===== config.mk =====
export PLATFORM = sky130hd
export DESIGN_NAME = mem_access_unit
export DESIGN_NICKNAME = d
export VERILOG_FILES = /design/src/rtl/mem_pkg.sv /design/src/rtl/mem_lane_merge.sv /design/src/rtl/mem_access_unit.sv
export SDC_FILE = /design/constraint.sdc
export NUM_CORES = 1
export LEC_CHECK = 0
export ABC_AREA = 1
export CAP_MARGIN = 40
export CELL_PAD_IN_SITES_DETAIL_PLACEMENT = 1
export CELL_PAD_IN_SITES_GLOBAL_PLACEMENT = 2
export CORE_AREA = 2 2 159 161
export DETAILED_ROUTE_END_ITERATION = 16
export DIE_AREA = 0 0 161 163
export GPL_TIMING_DRIVEN = 0
export PLACE_DENSITY_LB_ADDON = 0.1
export SETUP_SLACK_MARGIN = 0.1
export SLEW_MARGIN = 20
export SYNTH_ARGS = -nofsm -noshare
export SYNTH_HDL_FRONTEND = slang
export SYNTH_SLANG_ARGS = --single-unit

===== constraint.sdc =====
create_clock -name CLK -period 2 [get_ports CLK]
set_input_delay 0.2 -clock CLK [delete_from_list [all_inputs] [get_ports CLK]]
set_output_delay 0.2 -clock CLK [all_outputs]
set_load 0.005 [all_outputs]

===== src/rtl/mem_pkg.sv =====
// Shared load/store encodings, the access-unit FSM state type, and the load
// lane-select/extend helper also used by the CPU decoder.
package mem_pkg;

  localparam logic [1:0] SZ_B = 2'b00;
  localparam logic [1:0] SZ_H = 2'b01;
  localparam logic [1:0] SZ_W = 2'b10;
  localparam logic [1:0] SZ_X = 2'b11;

  typedef enum logic [1:0] {
    ST_IDLE = 2'd0,
    ST_RD   = 2'd1,
    ST_WR   = 2'd2,
    ST_RESP = 2'd3
  } mau_state_e;

  // Picks the addressed byte/half of a little-endian word and extends it.
  function automatic logic [31:0] lane_extend(
    input logic [31:0] word,
    input logic [1:0]  size,
    input logic [1:0]  offset,
    input logic        sgn
  );
    logic [7:0]  b;
    logic [15:0] h;
    logic [31:0] r;
    b = word[{offset, 3'b000} +: 8];
    h = offset[1] ? word[31:16] : word[15:0];
    case (size)
      SZ_B:    r = {{24{sgn & b[7]}}, b};
      SZ_H:    r = {{16{sgn & h[15]}}, h};
      default: r = word;
    endcase
    return r;
  endfunction

endpackage


===== src/rtl/mem_lane_merge.sv =====
// Combinational byte-lane datapath: builds the store word (sub-word lanes
// replaced into the old word) and the extended load value.
module mem_lane_merge
  import mem_pkg::*;
(
  input  logic [31:0] word_i,
  input  logic [31:0] wdata_i,
  input  logic [1:0]  size_i,
  input  logic [1:0]  offset_i,
  input  logic        signed_i,
  output logic [31:0] store_word_o,
  output logic [31:0] load_val_o
);

  genvar gi;
  generate
    for (gi = 0; gi < 4; gi++) begin : g_lane
      logic       hit;
      logic [7:0] src;

      assign hit = (size_i == SZ_W) ||
                   (size_i == SZ_B && offset_i == 2'(gi)) ||
                   (size_i == SZ_H && offset_i[1] == 1'(gi / 2));

      // Halves feed lanes 0/2 from wdata[7:0] and lanes 1/3 from wdata[15:8].
      assign src = (size_i == SZ_W) ? wdata_i[8*gi +: 8] :
                   (size_i == SZ_H) ? wdata_i[8*(gi % 2) +: 8] :
                                      wdata_i[7:0];

      assign store_word_o[8*gi +: 8] = hit ? src : word_i[8*gi +: 8];
    end
  endgenerate

  assign load_val_o = lane_extend(word_i, size_i, offset_i, signed_i);

endmodule


===== src/rtl/mem_access_unit.sv =====
// Byte-addressed load/store front end for the word-addressed DataMemory;
// sub-word stores are done as read-modify-write.
module mem_access_unit
  import mem_pkg::*;
#(
  parameter int ADDR_W = 5
) (
  input  logic              CLK,
  input  logic              RST,
  input  logic              req_valid,
  output logic              req_ready,
  input  logic              req_we,
  input  logic [1:0]        req_size,
  input  logic              req_signed,
  input  logic [31:0]       req_addr,
  input  logic [31:0]       req_wdata,
  output logic              resp_valid,
  output logic [31:0]       resp_rdata,
  output logic              resp_err,
  output logic [ADDR_W-1:0] DataAddr,
  output logic [31:0]       DataIn,
  input  logic [31:0]       DataOut,
  output logic              DMemW,
  output logic              DMemR
);

  mau_state_e        state_q;
  logic [ADDR_W+1:0] addr_q;
  logic [1:0]        size_q;
  logic              we_q;
  logic              signed_q;
  logic [31:0]       wdata_q;
  logic [31:0]       rd_word_q;
  logic [31:0]       resp_rdata_q;
  logic              resp_err_q;

  logic              req_err;
  logic [31:0]       lane_word;
  logic [31:0]       store_word;
  logic [31:0]       load_val;

  assign req_err = (req_size == SZ_X) ||
                   (req_size == SZ_H && req_addr[0]) ||
                   (req_size == SZ_W && req_addr[1:0] != 2'b00) ||
                   (req_addr[31:ADDR_W+2] != '0);

  // Loads extend straight from DataOut so the result is ready when leaving RD;
  // the RMW merge in WR works from the registered read word.
  assign lane_word = (state_q == ST_RD) ? DataOut : rd_word_q;

  mem_lane_merge u_lane_merge (
    .word_i       (lane_word),
    .wdata_i      (wdata_q),
    .size_i       (size_q),
    .offset_i     (addr_q[1:0]),
    .signed_i     (signed_q),
    .store_word_o (store_word),
    .load_val_o   (load_val)
  );

  always_ff @(posedge CLK) begin
    if (RST) begin
      state_q      <= ST_IDLE;
      addr_q       <= '0;
      size_q       <= '0;
      we_q         <= 1'b0;
      signed_q     <= 1'b0;
      wdata_q      <= '0;
      rd_word_q    <= '0;
      resp_rdata_q <= '0;
      resp_err_q   <= 1'b0;
    end else begin
      case (state_q)
        ST_IDLE: begin
          if (req_valid) begin
            addr_q       <= req_addr[ADDR_W+1:0];
            size_q       <= req_size;
            we_q         <= req_we;
            signed_q     <= req_signed;
            wdata_q      <= req_wdata;
            resp_rdata_q <= '0;
            resp_err_q   <= req_err;
            if (req_err)
              state_q <= ST_RESP;
            else if (req_we && req_size == SZ_W)
              state_q <= ST_WR;
            else
              state_q <= ST_RD;
          end
        end
        ST_RD: begin
          rd_word_q <= DataOut;
          if (we_q) begin
            state_q <= ST_WR;
          end else begin
            resp_rdata_q <= load_val;
            state_q      <= ST_RESP;
          end
        end
        ST_WR: begin
          state_q <= ST_RESP;
        end
        ST_RESP: begin
          resp_rdata_q <= '0;
          resp_err_q   <= 1'b0;
          state_q      <= ST_IDLE;
        end
        default: state_q <= ST_IDLE;
      endcase
    end
  end

  // Memory-side strobes are forced low during reset so an RMW cut short never writes.
  assign req_ready  = (state_q == ST_IDLE);
  assign resp_valid = (state_q == ST_RESP) && !RST;
  assign resp_rdata = resp_valid ? resp_rdata_q : '0;
  assign resp_err   = resp_valid ? resp_err_q : 1'b0;
  assign DMemR      = (state_q == ST_RD) && !RST;
  assign DMemW      = (state_q == ST_WR) && !RST;
  assign DataAddr   = (DMemR || DMemW) ? addr_q[ADDR_W+1:2] : '0;
  assign DataIn     = DMemW ? store_word : '0;

endmodule


==> results.json <==
{
  "area_growth_pct": 73.5,
  "path_clk_slew_ps": 80,
  "io_buffers": 175,
  "first_iter_violations": 223,
  "final.setup.tns_ps": -2330,
  "worstSetupStartpointType": "register",
  "ys_seq_area_frac": 0.366,
  "worst_setup_path_end_kind": "output port",
  "crit_top_cell": "buf_12",
  "skew_ps": 7.37,
  "hold_path_class": "register to register",
  "cts_made_buffers": 9,
  "ant_nets": 0,
  "initial_core_util": 0.244,
  "seq_area_sq_um": 2220,
  "slew_violations": 0,
  "drive_gt1_frac": 0.362,
  "fin_nets": 1342,
  "grt_max_degree": 17,
  "ctsHoldBuffers": 0,
  "place_hpwl_microns": 20600,
  "final_hold_viol_count": 0,
  "cts_tree": "yes",
  "max_freq_ghz": 0.463,
  "root_buffer": "clkbuf_16",
  "violations": "negative setup slack",
  "routed_wl_microns": 27800,
  "setup_viol": 48,
  "peakVddDrop_mv": 0.367,
  "tightest_slew_ps": 743,
  "dpl-instance-area_sq_um": 8190,
  "ioPinCount": 177,
  "synth-simple-area-share": 0.271,
  "yosysWarnings": 0,
  "synth-seq-cells": 110,
  "syn_nets": 1060,
  "multi_input_area_sq_um": 4080,
  "cp_slowest_cell": "dfxtp_2",
  "cts_buffer_depth": 2,
  "fin_total_pwr_w": 0.00936,
  "num_vias": 7075,
  "synth-compound-area-share": 0.225,
  "cp_cell_sequence": "inv_2, ha_4, buf_12, buf_12, buf_12, o21ai_4, o21ai_2, a21oi_2, buf_2",
  "antenna_cells": 0,
  "first_pass_iters": 4,
  "insertion_delay_ps": 350,
  "gr-total-overflow": 0,
  "synth_cell_types": 35,
  "netlist_instances": 953,
  "synth.area.mux_share": 0,
  "cp_slowest_stage_delay_ps": 350,
  "postLayoutSetupSlackWorst_ps": -159,
  "drc": 0,
  "nFillCells": 3066,
  "vias_per_cell": 4.51,
  "wl_per_cell_microns": 17.7,
  "status": "complete, but fails checks",
  "fp-row-count": 58,
  "critPathKind": "register to output port",
  "finalCoreUtilization": 0.423,
  "die_w_microns": 161,
  "grt_pass1_vias": 7512,
  "gp_routability_congestion": 0.824,
  "final_common_cell": "nand2_1",
  "r2r_slack_ps": 20,
  "fin_area_sq_um": 10400,
  "crit_required_ps": 1800,
  "synth_top_family_by_area": "simple AND/OR/NAND/NOR gates",
  "htreeDepth": 3,
  "power_leakage_nw": 4.14,
  "synth_area_sq_um": 6020,
  "power_density_nw_per_um2": 897,
  "synth_xor_area_frac": 0,
  "grt_pass1_wl_microns": 42200,
  "rsz0062_at_grt": "true",
  "drv_cap": 0,
  "synth_fa_ha_area_frac": 0.00832,
  "most-common-layout-cells": "nand2_1, inv_1, nor2_1",
  "fin_crit_sh": 1.08,
  "dieArea_sq_um": 26200,
  "antenna_found_initial": 0,
  "finalCriticalPeriod_ps": 2160,
  "crit_arrival_ps": 1960,
  "track_usage": 0.211,
  "dieHeight_microns": 163,
  "slew_headroom": 0.505,
  "core_sq_um": 24700,
  "cts.sinks": 110,
  "syn_area_per_cell_sq_um": 6.31,
  "worstPathMaxFanout": 8
}
power breakdown:
part | switching (W) | internal [W] | total (W)
sequential | 0.000176 | 0.00247 | 0.00264
clock | 0.000873 | 0.00104 | 0.00191
combinational | 0.00280 | 0.00200 | 0.00480
worst max-delay path: cells and delay by family (launching register included):
| family | cells | cell delay, ps |
|---|---|---|
| buffers and inverters | 5 | 610 |
| AO/OA/AOI/OAI | 3 | 430 |
| flip-flops | 1 | 350 |
| adder cells (fa/ha/maj) | 1 | 180 |
cell type report:
type,count,area share
multi-input combinational,652,0.391
timing repair buffer,271,0.229
sequential,110,0.213
inverter,140,0.0547
buffer,51,0.0441
tap,330,0.0396
clock buffer,12,0.0246
clock inverter,3,0.00420
Yosys cell counts:
master,number,area share
a211oi_1,19,0.024
a21oi_1,101,0.084
a22o_1,1,0.0015
a22oi_1,2,0.0025
a31oi_1,7,0.0073
and2_1,1,0.0010
buf_1,6,0.0037
buf_2,13,0.011
buf_4,6,0.0075
buf_6,2,0.0037
clkbuf_1,25,0.016
clkinv_1,1,0.00062
dfxtp_1,110,0.37
ha_1,4,0.0083
inv_1,133,0.083
inv_2,5,0.0031
inv_4,1,0.0010
nand2_1,200,0.12
nand2_2,1,0.0010
nand2_4,2,0.0037
nand3_1,28,0.023
nand3_4,2,0.0058
nand4_1,1,0.0010
nor2_1,141,0.088
nor2_2,4,0.0042
nor2_4,3,0.0056
nor3_1,3,0.0025
o211ai_2,1,0.0021
o21a_1,1,0.0012
o21ai_0,106,0.088
o21ai_1,5,0.0042
o21ai_2,1,0.0015
o21bai_1,6,0.0075
o221ai_1,1,0.0015
or2_2,10,0.010
worst paths after layout:
kind,from,to,cells after the start
max,state_q[1]$_SDFFE_PP0P_,DataIn[4],9
min,addr_q[2]$_SDFFE_PP0P_,addr_q[2]$_SDFFE_PP0P_,2
max reg2reg,state_q[1]$_SDFFE_PP0P_,resp_rdata_q[3]$_SDFFE_PP0P_,13
min reg2reg,addr_q[2]$_SDFFE_PP0P_,addr_q[2]$_SDFFE_PP0P_,2
logic make-up (layout without fill, tap and decap cells):
family | after synthesis | count (layout)
buf+inv | 192 | 477
fa+ha+maj | 4 | 4
simple gates | 396 | 397
compound gates | 251 | 251
flops | 110 | 110
registers in the layout, summed over array words and instances (netlist names):
signal and count:
state_q 2, size_q 2, wdata_q 32, resp_err_q 1, signed_q 1, we_q 1, resp_rdata_q 32, addr_q 7
rd_word_q 32
per-layer routing:
layer,vias up,track usage,share of wire
li1,3584,-,-
met1,3329,0.262,0.45
met2,138,0.378,0.50
met3,24,0.0328,0.031
met4,0,0.0560,0.016
met5,-,0,0
stage by stage:
stage	hold slack (ps)	worst slack, ps	cells
after detailed placement	451	-1060	1459
after global placement	443	-1050	1458
after CTS	459	-181	1545
final	458	-159	1569
after global routing	475	-212	1569
after floorplan	367	230	953
repair_timing:
| action | CTS | global route |
|---|---|---|
| pin swaps | 63 | 42 |
| cloned | 4 | 1 |
| endpoints found under the setup margin | 143 | 134 |
| resized for setup | 613 | 103 |
| buffers inserted | 67 | 28 |
Power figures use the tool's default switching activity.
